`config.mk`:
```
export PLATFORM = sky130hd
export DESIGN_NAME = sram_bus_bridge_flat
export DESIGN_NICKNAME = d
export VERILOG_FILES = /design/src/rtl/sram_bus_bridge_if.sv /design/src/rtl/sram_bus_bridge.sv /design/src/flat_wrapper.sv
export SDC_FILE = /design/constraint.sdc
export NUM_CORES = 1
export LEC_CHECK = 0
export ABC_AREA = 1
export BUFFER_PORTS_ARGS = -buffer_cell sky130_fd_sc_hd__buf_2
export CORE_MARGIN = 2
export CORE_UTILIZATION = 48
export DETAILED_ROUTE_END_ITERATION = 7
export PLACE_DENSITY = 0.86
export SYNTH_ARGS = -nofsm -noshare
export SYNTH_HDL_FRONTEND = slang
export SYNTH_SLANG_ARGS = --single-unit
```
`constraint.sdc`:
```
create_clock -name clk -period 2.35 [get_ports clk]
set_input_delay 0.47 -clock clk [delete_from_list [all_inputs] [get_ports clk]]
set_output_delay 0.47 -clock clk [all_outputs]
set_load 0.005 [all_outputs]
```
`src/rtl/sram_bus_bridge_if.sv`:
```
// Core-side load/store request channel and its response channel.
// Signal suffixes are named from the bridge's point of view.
interface sram_bus_bridge_if;
  logic        req_valid_i;
  logic        req_ready_o;
  logic        req_we_i;
  logic [1:0]  req_size_i;
  logic [31:0] req_addr_i;
  logic [31:0] req_wdata_i;
  logic        resp_valid_o;
  logic        resp_ready_i;
  logic [31:0] resp_rdata_o;
  logic        resp_err_o;

  modport slave (
    input  req_valid_i, req_we_i, req_size_i, req_addr_i, req_wdata_i, resp_ready_i,
    output req_ready_o, resp_valid_o, resp_rdata_o, resp_err_o
  );

  modport master (
    output req_valid_i, req_we_i, req_size_i, req_addr_i, req_wdata_i, resp_ready_i,
    input  req_ready_o, resp_valid_o, resp_rdata_o, resp_err_o
  );
endinterface

```
`src/rtl/sram_bus_bridge.sv`:
```
// Bridges 32-bit byte-addressed load/store requests onto a 64-bit single-port
// memory macro with active-low enables, per-bit write mask and 1-cycle read data.
module sram_bus_bridge #(
  parameter int DEPTH = 4096,
  parameter int AW    = 12
) (
  input  logic                  clk,
  input  logic                  rst,
  sram_bus_bridge_if.slave      bus,
  output logic                  mem_ceb_o,
  output logic                  mem_web_o,
  output logic [63:0]           mem_bweb_o,
  output logic [AW-1:0]         mem_addr_o,
  output logic [63:0]           mem_data_o,
  input  logic [63:0]           mem_data_i
);

  typedef enum logic [1:0] {IDLE, ISSUE, CAPTURE, RESP} state_e;

  state_e        state_q;
  logic          req_ready_q, resp_valid_q, resp_err_q;
  logic [31:0]   resp_rdata_q;
  logic          ceb_q, web_q;
  logic [63:0]   bweb_q, data_q;
  logic [AW-1:0] addr_q;
  logic          we_q;
  logic [1:0]    size_q;
  logic [2:0]    off_q;

  logic          accept;
  logic          err_d;
  logic [5:0]    lane_sh;
  logic [63:0]   lane_bits;
  logic [63:0]   bweb_d, wdata_d;
  logic [31:0]   rd_shift;
  logic [31:0]   rdata_d;

  // Request decode and read-lane extraction; all consumed at clock edges only.
  always_comb begin
    accept  = bus.req_valid_i & req_ready_q;
    lane_sh = {bus.req_addr_i[2:0], 3'b000};
    case (bus.req_size_i)
      2'b00:   begin lane_bits = 64'h0000_0000_0000_00FF; wdata_d = {8{bus.req_wdata_i[7:0]}};  end
      2'b01:   begin lane_bits = 64'h0000_0000_0000_FFFF; wdata_d = {4{bus.req_wdata_i[15:0]}}; end
      default: begin lane_bits = 64'h0000_0000_FFFF_FFFF; wdata_d = {2{bus.req_wdata_i}};       end
    endcase
    bweb_d = ~(lane_bits << lane_sh);
    err_d  = (bus.req_size_i == 2'b11)
           | ((bus.req_size_i == 2'b01) & bus.req_addr_i[0])
           | ((bus.req_size_i == 2'b10) & (bus.req_addr_i[1:0] != 2'b00))
           | ({3'b000, bus.req_addr_i[31:3]} >= 32'(DEPTH));

    rd_shift = 32'(mem_data_i >> {off_q, 3'b000});
    case (size_q)
      2'b00:   rdata_d = {24'h0, rd_shift[7:0]};
      2'b01:   rdata_d = {16'h0, rd_shift[15:0]};
      default: rdata_d = rd_shift;
    endcase
  end

  // NOTE: state is updated with non-blocking assignments so every register
  // samples pre-edge values; blocking here would chain updates within one edge.
  always_ff @(posedge clk) begin
    if (rst) begin
      state_q      <= IDLE;
      req_ready_q  <= 1'b0;
      resp_valid_q <= 1'b0;
      resp_err_q   <= 1'b0;
      resp_rdata_q <= '0;
      ceb_q        <= 1'b1;
      web_q        <= 1'b1;
      bweb_q       <= '1;
      addr_q       <= '0;
      data_q       <= '0;
      we_q         <= 1'b0;
      size_q       <= 2'b00;
      off_q        <= 3'b000;
    end else begin
      case (state_q)
        IDLE: begin
          if (accept) begin
            req_ready_q <= 1'b0;
            we_q        <= bus.req_we_i;
            size_q      <= bus.req_size_i;
            off_q       <= bus.req_addr_i[2:0];
            if (err_d) begin
              state_q      <= RESP;
              resp_valid_q <= 1'b1;
              resp_err_q   <= 1'b1;
              resp_rdata_q <= '0;
            end else begin
              state_q <= ISSUE;
              ceb_q   <= 1'b0;
              web_q   <= ~bus.req_we_i;
              addr_q  <= bus.req_addr_i[AW+2:3];
              if (bus.req_we_i) begin
                bweb_q <= bweb_d;
                data_q <= wdata_d;
              end
            end
          end else begin
            req_ready_q <= 1'b1;
          end
        end
        ISSUE: begin
          ceb_q  <= 1'b1;
          web_q  <= 1'b1;
          bweb_q <= '1;
          addr_q <= '0;
          data_q <= '0;
          if (we_q) begin
            state_q      <= RESP;
            resp_valid_q <= 1'b1;
            resp_err_q   <= 1'b0;
            resp_rdata_q <= '0;
          end else begin
            state_q <= CAPTURE;
          end
        end
        CAPTURE: begin
          state_q      <= RESP;
          resp_valid_q <= 1'b1;
          resp_err_q   <= 1'b0;
          resp_rdata_q <= rdata_d;
        end
        RESP: begin
          if (bus.resp_ready_i) begin
            state_q      <= IDLE;
            req_ready_q  <= 1'b1;
            resp_valid_q <= 1'b0;
            resp_err_q   <= 1'b0;
            resp_rdata_q <= '0;
          end
        end
        default: state_q <= IDLE;
      endcase
    end
  end

  assign bus.req_ready_o  = req_ready_q;
  assign bus.resp_valid_o = resp_valid_q;
  assign bus.resp_rdata_o = resp_rdata_q;
  assign bus.resp_err_o   = resp_err_q;
  assign mem_ceb_o        = ceb_q;
  assign mem_web_o        = web_q;
  assign mem_bweb_o       = bweb_q;
  assign mem_addr_o       = addr_q;
  assign mem_data_o       = data_q;

endmodule

```
`src/flat_wrapper.sv`:
```
// flat-port wrapper written by rule: the top's interface ports become plain ports
module sram_bus_bridge_flat 
#(
  parameter int DEPTH = 4096,
  parameter int AW    = 12
)
  (clk, rst, mem_ceb_o, mem_web_o, mem_bweb_o, mem_addr_o, mem_data_o, mem_data_i, bus_req_valid_i, bus_req_we_i, bus_req_size_i, bus_req_addr_i, bus_req_wdata_i, bus_resp_ready_i, bus_req_ready_o, bus_resp_valid_o, bus_resp_rdata_o, bus_resp_err_o);
  sram_bus_bridge_if bus_i ();
  input  logic clk;
  input  logic rst;
  output logic mem_ceb_o;
  output logic mem_web_o;
  output logic [63:0] mem_bweb_o;
  output logic [AW-1:0] mem_addr_o;
  output logic [63:0] mem_data_o;
  input  logic [63:0] mem_data_i;
  input wire logic [$bits(bus_i.req_valid_i)-1:0] bus_req_valid_i;
  input wire logic [$bits(bus_i.req_we_i)-1:0] bus_req_we_i;
  input wire logic [$bits(bus_i.req_size_i)-1:0] bus_req_size_i;
  input wire logic [$bits(bus_i.req_addr_i)-1:0] bus_req_addr_i;
  input wire logic [$bits(bus_i.req_wdata_i)-1:0] bus_req_wdata_i;
  input wire logic [$bits(bus_i.resp_ready_i)-1:0] bus_resp_ready_i;
  output wire logic [$bits(bus_i.req_ready_o)-1:0] bus_req_ready_o;
  output wire logic [$bits(bus_i.resp_valid_o)-1:0] bus_resp_valid_o;
  output wire logic [$bits(bus_i.resp_rdata_o)-1:0] bus_resp_rdata_o;
  output wire logic [$bits(bus_i.resp_err_o)-1:0] bus_resp_err_o;
  assign bus_i.req_valid_i = bus_req_valid_i;
  assign bus_i.req_we_i = bus_req_we_i;
  assign bus_i.req_size_i = bus_req_size_i;
  assign bus_i.req_addr_i = bus_req_addr_i;
  assign bus_i.req_wdata_i = bus_req_wdata_i;
  assign bus_i.resp_ready_i = bus_resp_ready_i;
  assign bus_req_ready_o = bus_i.req_ready_o;
  assign bus_resp_valid_o = bus_i.resp_valid_o;
  assign bus_resp_rdata_o = bus_i.resp_rdata_o;
  assign bus_resp_err_o = bus_i.resp_err_o;
  sram_bus_bridge #(.DEPTH(DEPTH), .AW(AW)) u_core (.clk(clk), .rst(rst), .bus(bus_i), .mem_ceb_o(mem_ceb_o), .mem_web_o(mem_web_o), .mem_bweb_o(mem_bweb_o), .mem_addr_o(mem_addr_o), .mem_data_o(mem_data_o), .mem_data_i(mem_data_i));
endmodule
```
==> results.sh <==
export IMPL_die_height_um=124
export IMPL_num_antenna_cells=0
export IMPL_met2RoutedLength_mm=9.58
export IMPL_syn_num_nets=1270
export IMPL_report_final_setup_viol=0
export IMPL_grt_ovfl_total=0
export IMPL_syn_area_um2=6910
export IMPL_finalCriticalPeriod_ns=2.07
export IMPL_vias_per_cell=5.32
export IMPL_synth_top_family_by_area="simple AND/OR/NAND/NOR gates"
export IMPL_synthSimpleGateAreaFrac_pct=40.4
export IMPL_chip_width_um=124
export IMPL_worstHoldPathType="in2reg"
export IMPL_ys_async_sr_fraction_pct=0
export IMPL_cts_htree_levels=3
export IMPL_routedWlPerCell_um=13.7
export IMPL_drt_pass1_iterations=7
export IMPL_syn_instance_count=1131
export IMPL_areaGrowthSynthToFinish_pct=18.6
export IMPL_grt_max_degree=70
export IMPL_maxUsedRoutingLayer="met4"
export IMPL_share_comb_of_total_power_pct=52.6
export IMPL_rows=43
export IMPL_post_synth_cell_area_avg_um2=6.11
export IMPL_timing_critical_path_slowest_stage_cell="sky130_fd_sc_hd__dfxtp_1"
export IMPL_cell_mode_on_critical_path="sky130_fd_sc_hd__nand2_1"
export IMPL_p_int_mw=4.60
export IMPL_pwr_density_cell_nw_per_um2=986
export IMPL_power_frac_seq_pct=29.0
export IMPL_cts_root_to_sink_buffers=2
export IMPL_finalCritPeriodShare_pct=88.0
export IMPL_slew_limit_headroom_pct=58.0
export IMPL_timing_setup_tns_ns=0
export IMPL_path_buf_inv=3
export IMPL_numClockSinks=97
export IMPL_number_of_maximum_capacitance_violations=0
export IMPL_vdd_ir_drop_max_mv=0.666
export IMPL_max_transition_viols_final=0
export IMPL_synthesized_area_fraction_occupied_by_ao_oa_aoi_and_oai_cells_pct=12.6
export IMPL_path_max_fanout=25
export IMPL_finalWeightedCongestion=0.921
export IMPL_grt_total_usage_pct=26.0
export IMPL_ant_nets=0
export IMPL_post_cts_setup_buffer_count=0
export IMPL_final_layout_size_suffix_gt1_share_pct=29.2
export IMPL_met3WireLength_mm=1.71
export IMPL_timing_fmax_mhz=483
export IMPL_clk_root_buffer_cell="sky130_fd_sc_hd__clkbuf_16"
export IMPL_synth_xor_area_share_pct=0
export IMPL_post_synth_num_cell_types=29
export IMPL_place_hpwl_mm=15.2
export IMPL_worst_slew_pin_transition_ns=0.630
export IMPL_cts_tree="built"
export IMPL_core_um2=14000
export IMPL_synth_edff_count=0
export IMPL_final_net_count=1447
export IMPL_routed_wl_mm=20.5
export IMPL_worst_setup_path_type="reg2reg"
export IMPL_yosysWarningCount=0
export IMPL_share_of_synthesized_cell_area_in_full_adder_half_adder_and_majority_cells_pct=0.724
export IMPL_crit_path_max_incr_delay_ns=0.36
export IMPL_buffer_ports_inserted=311
export IMPL_share_of_cell_area_taken_by_muxes_after_synthesis_pct=0
export IMPL_initial_utilization_pct=49.4
export IMPL_outcome="completed"
export IMPL_pin_count=312
export IMPL_route_layer_met1_wl_mm=8.77
export IMPL_critical_path_top_delay_family="simple AND/OR/NAND/NOR gates"
export IMPL_dpl_instance_area_um2=7900
export IMPL_worst_skew_pair_late_latency_ns=0.35
export IMPL_worstPathCellList="inv_1 > ha_1 > inv_1 > nor2_2 > nand2_1 > nand2_1 > buf_4 > nand3_1 > nand2_1 > nor2_1"
export IMPL_endpoint_arrival_time_on_the_critical_path_ns=2.31
export IMPL_layout_filler_cells=1373
export IMPL_vias=7938
export IMPL_switching_share_pct=43.1
export IMPL_remaining_drc_errors=0
export IMPL_leakagePower_nw=4.25
export IMPL_worst_setup_path_start_kind="flip-flop"
export IMPL_dominantRegCellSynth="sky130_fd_sc_hd__dfxtp_1"
export IMPL_synth_seq_area_share_pct=28.1
export IMPL_tritoncts_buffers=9
export IMPL_wire_length_of_the_first_global_routing_pass_mm=31.7
export IMPL_clkPwrFrac_pct=18.4
export IMPL_synth_seq_cells=97
export IMPL_timing_hold_violations_final=0
export IMPL_rsz0062_at_grt="no"
export IMPL_antenna_found_initial=0
export IMPL_detail_route_iter0_violations=745
export IMPL_post_route_cell_area_um2=8200
export IMPL_via_count_of_the_first_global_routing_pass=6504
export IMPL_clk_transition_reported_paths_ns=0.07
export IMPL_clock_skew_ns=0.00924
export IMPL_required_ns=2.59
export IMPL_die_area_um2=15400
export IMPL_critPathCaptureType="flip-flop"
export IMPL_total_switching_power_mw=3.48
cell families (layout without fill, tap and decap cells):
logic type | after synthesis | in the layout
flops | 97 | 97
buf+inv | 224 | 406
simple gates | 663 | 663
compound gates | 143 | 143
fa+ha+maj | 4 | 4
through the flow:
stage	hold WS [ns]	setup slack (ns)	utilization (%)	total power [mW]	cells
floorplan	0.453	0.646	-	5.57	1131
CTS	0.382	0.267	58.6	8.11	1493
finish	0.392	0.281	58.6	8.08	1493
detailed placement	0.454	0.265	56.5	6.60	1477
global route	0.390	0.0305	58.6	8.82	1493
global placement	0.448	0.309	56.5	6.53	1477
placed cells by master, fill, tap and decap left out, types with 3 or more instances in the layout:
cell / count
sky130_fd_sc_hd__a21oi_1: 67
sky130_fd_sc_hd__a21oi_2: 20
sky130_fd_sc_hd__buf_12: 6
sky130_fd_sc_hd__buf_2: 311
sky130_fd_sc_hd__buf_4: 18
sky130_fd_sc_hd__clkbuf_16: 9
sky130_fd_sc_hd__dfxtp_1: 96
sky130_fd_sc_hd__ha_1: 4
sky130_fd_sc_hd__inv_1: 53
sky130_fd_sc_hd__nand2_1: 329
sky130_fd_sc_hd__nand2_2: 3
sky130_fd_sc_hd__nand3_1: 198
sky130_fd_sc_hd__nand4_1: 12
sky130_fd_sc_hd__nor2_1: 115
sky130_fd_sc_hd__nor2_2: 3
sky130_fd_sc_hd__o211ai_1: 17
sky130_fd_sc_hd__o21ai_0: 30
flip-flops by register name, summed over array words and instances (netlist names), 2 cells and up:
| register | cells |
|---|---|
| u_core.bus.resp_rdata_o | 32 |
| u_core.mem_data_o | 32 |
| u_core.mem_addr_o | 12 |
| u_core.mem_bweb_o | 8 |
| u_core.off_q | 3 |
| u_core.size_q | 2 |
| u_core.state_q | 2 |
metal layers:
metal	GRT usage, %	up-vias
li1	-	3937
met1	35.6	3578
met2	41.3	390
met3	4.81	33
met4	8.36	0
met5	0	-
final timing paths:
kind                            slack (ns)  cells after the start                   from                     to
worst max-delay path                  0.28                     10      u_core.state_q[0]  u_core.mem_data_o[34]
worst min-delay path                  0.39                      3      bus_req_addr_i[6]   u_core.mem_addr_o[3]
worst max register to register        0.28                     10      u_core.state_q[0]  u_core.mem_data_o[34]
worst min register to register        0.47                      2  u_core.bus.resp_err_o  u_core.bus.resp_err_o
synth_stat cells (8+ instances only):
| library cell | instances | share of area [%] |
|---|---|---|
| sky130_fd_sc_hd__clkbuf_1 | 34 | 1.8 |
| sky130_fd_sc_hd__nand2_1 | 330 | 18 |
| sky130_fd_sc_hd__a21oi_1 | 67 | 4.9 |
| sky130_fd_sc_hd__nor2_1 | 115 | 6.2 |
| sky130_fd_sc_hd__a21oi_2 | 20 | 2.5 |
| sky130_fd_sc_hd__inv_1 | 53 | 2.9 |
| sky130_fd_sc_hd__o21ai_0 | 30 | 2.2 |
| sky130_fd_sc_hd__buf_2 | 29 | 2.1 |
| sky130_fd_sc_hd__nand4_1 | 12 | 1.1 |
| sky130_fd_sc_hd__nand3_1 | 198 | 14 |
| sky130_fd_sc_hd__dfxtp_1 | 97 | 28 |
| sky130_fd_sc_hd__buf_4 | 94 | 10 |
| sky130_fd_sc_hd__o211ai_1 | 17 | 1.8 |
| sky130_fd_sc_hd__buf_1 | 8 | 0.43 |
worst reg2reg max path: stages, from the launching register on:
cell	delay, ns
sky130_fd_sc_hd__dfxtp_1	0.36
sky130_fd_sc_hd__inv_1	0.10
sky130_fd_sc_hd__ha_1	0.35
sky130_fd_sc_hd__inv_1	0.14
sky130_fd_sc_hd__nor2_2	0.14
sky130_fd_sc_hd__nand2_1	0.08
sky130_fd_sc_hd__nand2_1	0.22
sky130_fd_sc_hd__buf_4	0.32
sky130_fd_sc_hd__nand3_1	0.12
sky130_fd_sc_hd__nand2_1	0.09
sky130_fd_sc_hd__nor2_1	0.04
area by class of cell:
| cell class | instances | area, um^2 | area share, % |
|---|---|---|---|
| Multi-Input combinational cell | 810 | 3720 | 45.3 |
| Sequential cell | 97 | 1940 | 23.7 |
| Timing Repair Buffer | 335 | 1810 | 22.1 |
| Clock buffer | 11 | 233 | 2.84 |
| Tap cell | 180 | 225 | 2.75 |
| Inverter | 55 | 206 | 2.52 |
| Clock inverter | 5 | 63.8 | 0.778 |
timing repair:
| item | in CTS | in global routing |
|---|---|---|
| hold endpoints to repair | 0 | 0 |
| hold buffers | 0 | 0 |
| endpoints found under the setup margin | 0 | 1 |
| resized for setup | 0 | 1 |
power by group through the flow:
stage               combinational (mW)  sequential [mW]  clock, mW
floorplan                         3.23             2.34          0
finish                            4.25             2.34       1.49
global route                      4.84             2.40       1.58
global placement                  4.16             2.36          0
CTS                               4.24             2.34       1.52
detailed placement                4.23             2.37          0
(Power assumes the default switching activity.)
